===== src/rtl/rtl_xor_pkg.sv =====
// Shared definitions for the XOR masking path: default word/frame sizes and FSM states.
package rtl_xor_pkg;

    localparam int DEFAULT_DATA_WIDTH = 10;
    localparam int DEFAULT_FRAME_LEN  = 8;

    typedef logic [0:0] state_t;

    localparam state_t IDLE   = 1'b0;
    localparam state_t ACTIVE = 1'b1;

endpackage


===== src/rtl/rtl_xor_skid2.sv =====
// Two-entry valid/ready FIFO. The output comes straight from the head register.
// Ready is registered and drops only when both entries are occupied.
module rtl_xor_skid2
    import rtl_xor_pkg::*;
#(
    parameter int WIDTH = DEFAULT_DATA_WIDTH + 1
) (
    input  logic             clk_i,
    input  logic             sreset_n_i,
    input  logic             valid_i,
    output logic             ready_o,
    input  logic [WIDTH-1:0] data_i,
    output logic             valid_o,
    input  logic             ready_i,
    output logic [WIDTH-1:0] data_o
);

    logic [WIDTH-1:0] head_q, head_d;
    logic [WIDTH-1:0] tail_q, tail_d;
    logic [1:0]       count_q, count_d;
    logic             ready_q, ready_d;
    logic             push;
    logic             pop;

    assign push    = valid_i && ready_q;
    assign pop     = valid_o && ready_i;
    assign valid_o = (count_q != 2'd0);
    assign data_o  = head_q;
    assign ready_o = ready_q;

    // Next occupancy and entry contents; a simultaneous push and pop refills the head in place.
    always_comb begin
        head_d  = head_q;
        tail_d  = tail_q;
        count_d = count_q;
        unique case ({push, pop})
            2'b10: begin
                if (count_q == 2'd0) begin
                    head_d = data_i;
                end else begin
                    tail_d = data_i;
                end
                count_d = count_q + 2'd1;
            end
            2'b01: begin
                if (count_q == 2'd2) begin
                    head_d = tail_q;
                end
                count_d = count_q - 2'd1;
            end
            2'b11: begin
                head_d = data_i;
            end
            default: begin
            end
        endcase
        ready_d = (count_d != 2'd2);
    end

    // Register the FIFO state; reset empties the buffer and withholds ready.
    always_ff @(posedge clk_i) begin
        if (!sreset_n_i) begin
            head_q  <= '0;
            tail_q  <= '0;
            count_q <= 2'd0;
            ready_q <= 1'b0;
        end else begin
            head_q  <= head_d;
            tail_q  <= tail_d;
            count_q <= count_d;
            ready_q <= ready_d;
        end
    end

endmodule


===== src/rtl/rtl_xor_unmask.sv =====
// Receive side of the XOR masking path: recovers B = masked ^ key, tags the last
// beat of each frame and hands the result to a two-entry skid buffer.
module rtl_xor_unmask
    import rtl_xor_pkg::*;
#(
    parameter int DATA_WIDTH = DEFAULT_DATA_WIDTH,
    parameter int FRAME_LEN  = DEFAULT_FRAME_LEN
) (
    input  logic                  i__clk,
    input  logic                  i__sreset_n,
    input  logic                  i__valid,
    output logic                  o__ready,
    input  logic [DATA_WIDTH-1:0] i__masked,
    input  logic [DATA_WIDTH-1:0] i__key,
    output logic                  o__valid,
    input  logic                  i__ready,
    output logic [DATA_WIDTH-1:0] o__dout,
    output logic                  o__last,
    output logic                  o__busy
);

    localparam int CNT_WIDTH = $clog2(FRAME_LEN + 1);
    localparam logic [CNT_WIDTH-1:0] LAST_BEAT = CNT_WIDTH'(FRAME_LEN - 1);

    logic [CNT_WIDTH-1:0] beatCnt_q, beatCnt_d;
    state_t               state_q, state_d;
    logic                 push;
    logic                 isLast;
    logic [DATA_WIDTH:0]  inWord;
    logic [DATA_WIDTH:0]  headWord;

    assign push    = i__valid && o__ready;
    assign isLast  = (beatCnt_q == LAST_BEAT);
    assign inWord  = {isLast, i__masked ^ i__key};
    assign o__last = headWord[DATA_WIDTH];
    assign o__dout = headWord[DATA_WIDTH-1:0];
    assign o__busy = (state_q == ACTIVE);

    // Frame tracking advances only on accepted words; the last beat returns to IDLE.
    always_comb begin
        state_d   = state_q;
        beatCnt_d = beatCnt_q;
        if (push) begin
            if (isLast) begin
                beatCnt_d = '0;
                state_d   = IDLE;
            end else begin
                beatCnt_d = beatCnt_q + CNT_WIDTH'(1);
                state_d   = ACTIVE;
            end
        end
    end

    // Register the frame state; reset abandons any partial frame.
    always_ff @(posedge i__clk) begin
        if (!i__sreset_n) begin
            state_q   <= IDLE;
            beatCnt_q <= '0;
        end else begin
            state_q   <= state_d;
            beatCnt_q <= beatCnt_d;
        end
    end

    rtl_xor_skid2 #(
        .WIDTH(DATA_WIDTH + 1)
    ) uSkid (
        .clk_i     (i__clk),
        .sreset_n_i(i__sreset_n),
        .valid_i   (i__valid),
        .ready_o   (o__ready),
        .data_i    (inWord),
        .valid_o   (o__valid),
        .ready_i   (i__ready),
        .data_o    (headWord)
    );

endmodule


===== config.mk =====
export PLATFORM = sky130hd
export DESIGN_NAME = rtl_xor_unmask
export DESIGN_NICKNAME = d
export VERILOG_FILES = /design/src/rtl/rtl_xor_pkg.sv /design/src/rtl/rtl_xor_skid2.sv /design/src/rtl/rtl_xor_unmask.sv
export SDC_FILE = /design/constraint.sdc
export NUM_CORES = 1
export LEC_CHECK = 0
export BUFFER_PORTS_ARGS = -buffer_cell sky130_fd_sc_hd__buf_2
export CAP_MARGIN = 20
export CORE_MARGIN = 5
export CORE_UTILIZATION = 56
export CTS_CLUSTER_SIZE = 12
export DETAILED_ROUTE_END_ITERATION = 6
export GPL_TIMING_DRIVEN = 0
export PLACE_DENSITY = 0.84
export SETUP_SLACK_MARGIN = 0.02
export SKIP_LAST_GASP = 1
export SLEW_MARGIN = 40
export SYNTH_ARGS = -nofsm -noshare
export SYNTH_HDL_FRONTEND = slang
export SYNTH_SLANG_ARGS = --single-unit

===== constraint.sdc =====
create_clock -name i__clk -period 3.83 [get_ports i__clk]
set_input_delay 0.383 -clock i__clk [delete_from_list [all_inputs] [get_ports i__clk]]
set_output_delay 0.383 -clock i__clk [all_outputs]
set_load 0.05 [all_outputs]

==> results.txt, run 1 <==
Outcome: finished, final reports clean
Achievable frequency: 439.7 MHz
Cell row count: 18
Hold Path Stages: 3
Worst Reg2Reg Path Length in Cells: 8
PortBufs: 36
Clock power frac: 16.7%
DPL Wire Length: 2352 um
Clk_lat worst skew: 0.33 ns
Antenna diode count: 0
Number of global-route vias before repair: 1231
Reg-to-Reg Start: uSkid.count_q[1]$_SDFF_PN0_
GR Overflow Total: 0
Min cycle time layout: 2.274 ns
Pleak: 0.7896 nW
Startpoint types: flip-flop
Prevailing post-synth register cell: dfxtp_1
Sw frac: 42.33%
Hold Startpoint: i__masked[9]
First-pass GRT wire length: 5126 um
Hold_buf cts: 0
Initial Util: 59.62%
Combinational fraction of design power: 47.3%
Worst Skew: 0.006948 ns
CTS max path bufs: 2
Total of max-cap violations: 0
Post-CTS sizing: 0
Fillers: 196
CP arrival: 2.49 ns
Critical path peak fanout: 10
Die area: 3822 um^2
Final #Nets: 229
Core ar.: 2522 um^2
Inst Count DP: 224
Layout overhead on the synthesized area: 18.47%
Hold WC Path Type: in -> reg
RSZ-0062 raised after global routing: no
#FFs+latches synth: 30
Pwr Density: 649.7 nW/um^2
Synth Instances: 158
DRC: 0
Die X: 61.82 um
Final period util: 59.38%
Peak VDD IR: 462.9 uV
Seq pwr share: 35.9%
I/O pins: 38
Drt total wl: 3071 um
Power, Total: 1.158 mW
Post-synth ARST share: 0%
Syn avg cell area: 9.519 um^2
Synth warnings: 0
Drt pass-1 iters: 4
Initial DRC count: 33
Endpoints failing setup: 0
CTS tree: done
Synth unique cells: 28
Final Non-Filler Cells: 232
Worst Hold Path EP: uSkid.tail_q[9]$_SDFFE_PN0P_
Post-synthesis sequential area ratio: 39.93%
P_sw: 0.4900 mW
Syn nets: 186
CTS H-tree lvls: 2
ANT nets after route: 0
# Post-CTS Setup Buffers: 0
Final Max Slew Viols: 0
Clock transition at the registers of the reported paths: 0.09 ns
Root Buffer: clkbuf_4
Post-Syn Area: 1504 um^2
Req. time, crit path: 4.05 ns
GRT Resource Usage Total: 18.92%
Final hold violation count: 0
Worst reg2reg setup slack: 1.56 ns
Total clock buffers created by CTS: 5
Die Span Y: 61.82 um
Worst Hold Margin: 0.3916 ns
Number of synthesized flops with an enable pin: 0
R2r endpoint: uSkid.data_o[7]$_SDFFE_PN0P_
GP Congestion: 0.8432
Relative slew margins: 68.53%
Routed len/inst: 13.24 um
Vias per cell: 5.181
CP Launch Point: uSkid.count_q[1]$_SDFF_PN0_
CTS sink cnt: 30
Worst Tran Pin Value: 0.4721 ns
Setup CP Type: reg -> reg
Initial antenna violation count: 0
Largest net degree at the start of global routing: 11
Final core occ: 70.63%
Setup TNS: 0 ns
CP endpoint kind: flip-flop
Internal power: 0.6676 mW
Share of post-route cells with drive strength above 1: 27.23%
Via count: 1202
## cells in the final DEF, fill, tap and decap left out, drive strengths merged
| master | n |
|---|---|
| xnor2 | 6 |
| clkbuf | 14 |
| mux2 | 5 |
| clkinv | 1 |
| o21ai | 4 |
| o211ai | 5 |
| mux2i | 12 |
| dfxtp | 30 |
| nor2 | 15 |
| or4 | 1 |
| a21oi | 5 |
| xor2 | 8 |
| and2 | 7 |
| or2 | 1 |
| or4b | 1 |
| nand2 | 11 |
| inv | 4 |
| o21a | 1 |
| a211oi | 11 |
| and3b | 1 |
| nor2b | 5 |
| buf | 39 |
| nand2b | 5 |
| nand3 | 2 |
| or3 | 2 |
| o31a | 1 |
| nor4bb | 1 |
| ha | 4 |
## synth_stat cells (2+ instances only)
cell type  number  area, um^2
and2_1          7       43.79
o21ai_0         4       20.02
nand2_1        11       41.29
inv_1           4       15.01
a21oi_1         5       25.02
o211ai_1        5       37.54
nor2_1         15       56.30
nand2b_1        5       31.28
nand3_1         2       10.01
dfxtp_1        30       600.6
a211oi_1       11       82.58
or3_1           2       12.51
mux2_4          4       60.06
xnor2_1         6       52.55
clkbuf_1        7       26.28
buf_6           3       33.78
mux2i_1        12       120.1
xor2_1          8       70.07
nor2b_1         5       31.28
ha_1            4       50.05
## flip-flops by register name (all words and copies together) (netlist names)
register / flops
beatCnt_q: 4
o__busy: 1
uSkid.count_q: 2
uSkid.data_o: 11
uSkid.ready_o: 1
uSkid.tail_q: 11
## layout make-up
type | instances | area (um^2) | area share (%)
buffer | 10 | 60.06 | 3.371
timing repair buffer | 36 | 180.2 | 10.11
clock inverter | 1 | 5.005 | 0.2809
tap | 30 | 37.54 | 2.107
sequential | 30 | 600.6 | 33.71
inverter | 4 | 15.01 | 0.8427
multi-input combinational | 114 | 828.3 | 46.49
clock buffer | 7 | 55.05 | 3.090
## per-layer routing
metal | track usage (%) | vias to the layer above | wire length, um
li1 | - | 627 | -
met1 | 19.90 | 550 | 1268
met5 | 0 | - | 0
met3 | 7.645 | 2 | 166
met2 | 31.39 | 23 | 1601
met4 | 11.82 | 0 | 35
## how the worst max path moves through the flow
stage	to	cells past startpoint
final	uSkid.data_o[7]$_SDFFE_PN0P_	8
after global routing	uSkid.tail_q[9]$_SDFFE_PN0P_	10
after CTS	uSkid.data_o[7]$_SDFFE_PN0P_	8
after detailed placement	uSkid.data_o[7]$_SDFFE_PN0P_	8
after global placement	uSkid.data_o[9]$_SDFFE_PN0P_	8
after floorplan	uSkid.data_o[6]$_SDFFE_PN0P_	9
## cells by family (layout without fill, tap and decap cells)
| family | count (synthesis) | after routing | share of synthesized area [%] |
|---|---|---|---|
| simple gates | 52 | 52 | 18.14 |
| buf+inv | 14 | 58 | 4.992 |
| xor+xnor | 14 | 14 | 8.153 |
| flops | 30 | 30 | 39.93 |
| compound gates | 27 | 27 | 12.73 |
| fa+ha+maj | 4 | 4 | 3.328 |
| mux | 17 | 17 | 12.73 |
## through the flow
step	worst slack, ns	area (um^2)
floorplan	1.517	1504
global placement	1.562	1722
detailed placement	1.494	1722
CTS	1.569	1782
global route	1.436	1782
finish	1.556	1782
## power by group through the flow
| stage | Combinational, mW | Sequential (mW) | Clock [mW] |
|---|---|---|---|
| after CTS | 0.551 | 0.416 | 0.203 |
| after global routing | 0.588 | 0.425 | 0.219 |
| final | 0.548 | 0.416 | 0.194 |
| after global placement | 0.534 | 0.418 | 0 |
| after detailed placement | 0.547 | 0.423 | 0 |
| after floorplan | 0.292 | 0.567 | 0 |
## critical path, cell delays in order (launching register included)
cell	delay, ns
dfxtp_1	0.45
or2_2	0.16
and2_1	0.15
inv_1	0.07
ha_1	0.21
or4b_4	0.54
o31a_4	0.13
buf_6	0.16
mux2_4	0.30
Power figures use the tool's default switching activity.
==> inputs of run 2 (changes only) <==
CORE_UTILIZATION = 47   (was 56)
PLACE_DENSITY = 0.75   (was 0.84)
clock period = 1.92 ns   (was 3.83 ns; I/O delays follow)
==> run 2 against run 1 <==
  * The flow now finishes with violations (negative setup slack)
  * Cell count up 7.8%
  * Sequential share of layout area fell by 1.9 points
  * Largest cell class unchanged
  * Clock power rose by 87%
  * Highest routed layer unchanged
  * Clock skew down 0.0052 ns
  * Final area up 7.0%
==> results.txt, run 2 (synthesis gave the netlist of run 1 again) <==
Hold Startpoint: i__masked[9]
Min cycle time layout: 1.997 ns
Pwr Density: 1297 nW/um^2
Initial antenna violation count: 0
Worst Tran Pin Value: 0.4593 ns
Clk_lat worst skew: 0.32 ns
Routed len/inst: 12.71 um
Crit-path leading delay family: simple AND/OR/NAND/NOR gates
Most frequent cells in the layout: buf_2, dfxtp_1, nor2_1, mux2i_1, a211oi_1
Die area: 4431 um^2
Setup CP Type: reg -> reg
CP peak stage delay: 0.51 ns
GP Congestion: 0.7549
Achievable frequency: 500.7 MHz
Pleak: 0.8326 nW
Drt pass-1 iters: 4
Cell row count: 20
DPL Wire Length: 2407 um
Vias per cell: 5.028
CTS sink cnt: 30
Startpoint types: flip-flop
Commonest non-fill, non-tap cell in the layout: buf_2
Worst path slowest cell: or4b_4
Setup TNS: -0.4918 ns
Placed cell area: 1769 um^2
Final core occ: 62.42%
Final Max Slew Viols: 0
Peak VDD IR: 550.2 uV
Worst path bufs/invs: 2
Final worst slack: -0.07716 ns
Req. time, crit path: 2.14 ns
GRT Resource Usage Total: 16.10%
CP arrival: 2.22 ns
Hold Path Stages: 3
Worst Skew: 0.001763 ns
DRC: 0
Die Span Y: 66.57 um
Power, Total: 2.472 mW
Drt total wl: 3178 um
Worst Setup Slack post-DPL: -0.1747 ns
Failing checks: negative setup slack
Total clock buffers created by CTS: 5
PortBufs: 36
Worst reg2reg setup slack: -0.08 ns
Number of global-route vias before repair: 1294
Clock transition at the registers of the reported paths: 0.08 ns
Final hold violation count: 0
CTS max path bufs: 2
Outcome: finished with violations
Share of post-route cells with drive strength above 1: 34.95%
I/O pins: 38
Final #Nets: 235
Layout overhead on the synthesized area: 26.71%
Endpoints failing setup: 11
Initial DRC count: 26
Hold_buf cts: 0
Worst Reg2Reg Path Length in Cells: 8
Via count: 1257
CTS H-tree lvls: 2
RSZ-0062 raised after global routing: yes
Antenna diode count: 0
Root Buffer: clkbuf_4
CP endpoint kind: flip-flop
Final period util: 104.0%
R2r endpoint: uSkid.data_o[8]$_SDFFE_PN0P_
Die X: 66.57 um
Critical path peak fanout: 6
Relative slew margins: 69.38%
Hold WC Path Type: in -> reg
Largest net degree at the start of global routing: 11
CTS tree: done
GR Overflow Total: 0
CP cell instances: or2_4 -> and2_4 -> inv_4 -> ha_4 -> or4b_4 -> o31a_4 -> buf_12 -> mux2_4
Initial Util: 49.26%
Total of max-cap violations: 0
Core ar.: 3053 um^2
Final Cell Area: 1906 um^2
Worst Hold Path EP: uSkid.tail_q[9]$_SDFFE_PN0P_
ANT nets after route: 0
Reg-to-Reg Start: uSkid.count_q[1]$_SDFF_PN0_
First-pass GRT wire length: 5388 um
run 2: metal layers:
metal / wire [um] / up-vias / track usage [%]
met2: 1614 / 28 / 28.84
met5: 0 / - / 0
met4: 76 / 0 / 6.853
met1: 1311 / 582 / 16.79
met3: 176 / 10 / 5.734
li1: - / 637 / -
run 2: worst max path at each step:
stage / start / to / slack, ns / depth (start not counted)
CTS: uSkid.count_q[0]$_SDFF_PN0_ / uSkid.data_o[9]$_SDFFE_PN0P_ / -0.12 / 9
global placement: uSkid.ready_o$_SDFF_PN0_ / uSkid.data_o[9]$_SDFFE_PN0P_ / -0.14 / 7
detailed placement: uSkid.ready_o$_SDFF_PN0_ / uSkid.data_o[7]$_SDFFE_PN0P_ / -0.17 / 7
global route: uSkid.count_q[1]$_SDFF_PN0_ / uSkid.data_o[9]$_SDFFE_PN0P_ / -0.12 / 8
finish: uSkid.count_q[1]$_SDFF_PN0_ / uSkid.data_o[8]$_SDFFE_PN0P_ / -0.08 / 8
floorplan: uSkid.count_q[0]$_SDFF_PN0_ / uSkid.data_o[6]$_SDFFE_PN0P_ / -0.24 / 9
run 2: power breakdown:
part | switching, mW | internal (mW)
registers | 0.0639 | 0.764
clock network | 0.197 | 0.165
logic | 0.747 | 0.536
run 2: metrics by stage:
step,hold slack [ns],std cells
after floorplan,0.4227,158
after global placement,0.4421,238
after detailed placement,0.4523,238
after CTS,0.1797,249
after global routing,0.1946,250
final,0.1938,250
run 2: worst register-to-register path: stages (launching register included):
cell and delay (ns):
dfxtp_4 0.35, or2_4 0.10, and2_4 0.16, inv_4 0.05, ha_4 0.15, or4b_4 0.51, o31a_4 0.14, buf_12 0.14
mux2_4 0.29
run 2: repair_timing:
action	4_1_cts	5_1_grt
resized for setup	4	7
pin swaps	0	3
endpoints found under the setup margin	12	17
setup buffers	5	2
cloned	0	0
run 2: area by class of cell:
type	instances	area, um^2
repair buffers	43	245.2
clock buffers	6	51.30
flip-flops and latches	30	606.8
well taps	44	55.05
plain buffers	9	65.06
inverters	4	17.52
fillers	279	1147
multi-input cells	114	864.6
==> inputs of run 3 (changes only) <==
BUFFER_PORTS_ARGS = default   (was -buffer_cell sky130_fd_sc_hd__buf_2)
CORE_UTILIZATION = 58   (was 47)
CTS_BUF_LIST = sky130_fd_sc_hd__clkbuf_4   (was default)
DONT_BUFFER_PORTS = 1   (was default)
PLACE_DENSITY = 0.76   (was 0.75)
==> run 3 against run 2 <==
  * The run still ends with negative setup slack left
  * Worst setup slack worse by 0.16 ns
  * Sequential cell count is the same
  * Power decreased by 0.25%
  * Clock-buffer cell count fell by 1
  * Combinational power is 24% lower
  * Clock power fell by 4%
  * Clock skew rose by 0.013 ns
  * Fmax shrank 7.3%
  * Register-to-register slack lost 0.16 ns
  * Critical path depth stayed put
  * Via count down 7.5%
  * Non-clock buffer count down 28
  * Critical path type unchanged
  * Largest cell class unchanged
==> results.txt, run 3 (synthesis gave the netlist of run 1 again) <==
Outcome: finished with violations
Failing checks: negative setup slack
GP Congestion: 0.8261
Drt pass-1 iters: 6
Worst path slowest cell: or4b_4
CTS max path bufs: 2
DPL Wire Length: 2099 um
Die area: 3711 um^2
Via count: 1163
Critical path peak fanout: 6
Worst Hold Path EP: uSkid.tail_q[7]$_SDFFE_PN0P_
GR Util met1: 19.43%
Vias per cell: 5.565
Min cycle time layout: 2.154 ns
Multi-input gate area: 915.9 um^2
Final period util: 112.2%
Worst Hold Margin: 0.1010 ns
CP cell instances: or2_4 -> and2_4 -> inv_4 -> ha_4 -> or4b_4 -> o31a_4 -> buf_12 -> mux2_4
Hold Startpoint: i__masked[7]
Pleak: 0.7346 nW
Cell row count: 18
Layout overhead on the synthesized area: 20.80%
Worst Tran Pin Value: 0.5210 ns
Relative slew margins: 65.27%
Met3 Use GR: 5.745%
Die Span Y: 60.92 um
Hold Path Stages: 2
Total clock buffers created by CTS: 5
Clock transition at the registers of the reported paths: 0.08 ns
Grt met2 use: 32.37%
CTS H-tree lvls: 2
Drt total wl: 3333 um
Final core occ: 73.33%
CP endpoint kind: flip-flop
Most frequent cells in the layout: dfxtp_1, nor2_1, buf_4, mux2i_1, nand2_1
Endpoints failing setup: 12
Peak VDD IR: 951.7 uV
Hold WC Path Type: in -> reg
Share of post-route cells with drive strength above 1: 27.37%
Clk_lat worst skew: 0.34 ns
Req. time, crit path: 2.14 ns
PortBufs: 0
Die X: 60.92 um
Worst Reg2Reg Path Length in Cells: 8
Core ar.: 2477 um^2
Achievable frequency: 464.3 MHz
Fillers: 177
Commonest non-fill, non-tap cell in the layout: dfxtp_1
ANT nets after route: 0
DRC: 0
Number of global-route vias before repair: 1174
GRT Resource Usage Total: 18.60%
Routed len/inst: 15.95 um
CTS sink cnt: 30
Pwr Density: 1357 nW/um^2
Final Max Slew Viols: 0
Antenna diode count: 0
Reg-to-Reg Start: uSkid.count_q[1]$_SDFF_PN0_
Largest net degree at the start of global routing: 11
GR peak layer: met2
Initial antenna violation count: 0
R2r endpoint: uSkid.data_o[9]$_SDFFE_PN0P_
Final #Nets: 207
Final worst slack: -0.2336 ns
Initial DRC count: 19
Setup CP Type: reg -> reg
I/O pins: 38
Worst reg2reg setup slack: -0.23 ns
Startpoint types: flip-flop
Inst Count DP: 188
Register area: 609.3 um^2
CP arrival: 2.38 ns
Root Buffer: clkbuf_4
Total of max-cap violations: 0
Final hold violation count: 0
CP peak stage delay: 0.51 ns
RSZ-0062 raised after global routing: yes
First-pass GRT wire length: 4981 um
Worst Skew: 0.01452 ns
Initial Util: 60.71%
GR Overflow Total: 0
CTS tree: done
Final Non-Filler Cells: 209
==> run 3: power by group <==
part | switching, mW | internal [mW]
registers | 0.383 | 0.766
logic | 0.444 | 0.526
clock network | 0.216 | 0.131
==> run 3: what timing repair did <==
action,4_1_cts,5_1_grt
endpoints found under the hold margin,0,0
endpoints found under the setup margin,17,24
hold buffers,0,0
pin swaps,8,6
gates resized for setup,9,14
gates cloned,1,0
buffers inserted,9,5
==> run 3: area by class of cell <==
class / count / area share (%)
Clock inverter: 2 / 0.5510
Sequential cell: 30 / 33.54
Buffer: 9 / 4.408
Timing Repair Buffer: 15 / 5.992
Inverter: 4 / 0.9642
Clock buffer: 5 / 2.066
Tap cell: 30 / 2.066
Multi-Input combinational cell: 114 / 50.41
==> run 3: worst max-delay path by stage <==
| stage | start | endpoint | slack (ns) | cells past startpoint |
|---|---|---|---|---|
| floorplan | uSkid.count_q[0]$_SDFF_PN0_ | uSkid.data_o[6]$_SDFFE_PN0P_ | -0.24 | 9 |
| global placement | uSkid.count_q[0]$_SDFF_PN0_ | uSkid.data_o[9]$_SDFFE_PN0P_ | -0.28 | 9 |
| detailed placement | uSkid.count_q[0]$_SDFF_PN0_ | uSkid.data_o[6]$_SDFFE_PN0P_ | -0.30 | 9 |
| global route | uSkid.count_q[1]$_SDFF_PN0_ | uSkid.data_o[9]$_SDFFE_PN0P_ | -0.28 | 8 |
| finish | uSkid.count_q[1]$_SDFF_PN0_ | uSkid.data_o[9]$_SDFFE_PN0P_ | -0.23 | 8 |
| CTS | uSkid.count_q[0]$_SDFF_PN0_ | uSkid.data_o[9]$_SDFFE_PN0P_ | -0.25 | 9 |
==> run 3: critical path: cells and delay by family, from the launching register on <==
kind | cells | cell delay, ns
compound gates | 1 | 0.14
fa+ha+maj | 1 | 0.15
buf+inv | 2 | 0.19
flops | 1 | 0.37
mux | 1 | 0.28
simple gates | 3 | 0.92
==> run 3: per-stage QoR <==
stage / cell area [um^2] / TNS [ns] / setup slack, ns / power, mW
5_1_grt: 1817 / -2.985 / -0.2824 / 2.608
4_1_cts: 1730 / -2.651 / -0.2522 / 2.354
3_5_place_dp: 1572 / -2.350 / -0.2988 / 1.867
6_report: 1817 / -2.361 / -0.2336 / 2.466
3_3_place_gp: 1572 / -1.904 / -0.2809 / 1.839
2_1_floorplan: 1534 / -1.361 / -0.2363 / 1.754
==> run 3: layer usage <==
| layer | routed length (um) | vias up |
|---|---|---|
| li1 | - | 579 |
| met1 | 1379 | 551 |
| met2 | 1713 | 26 |
| met3 | 174 | 7 |
| met4 | 65 | 0 |
| met5 | 0 | - |
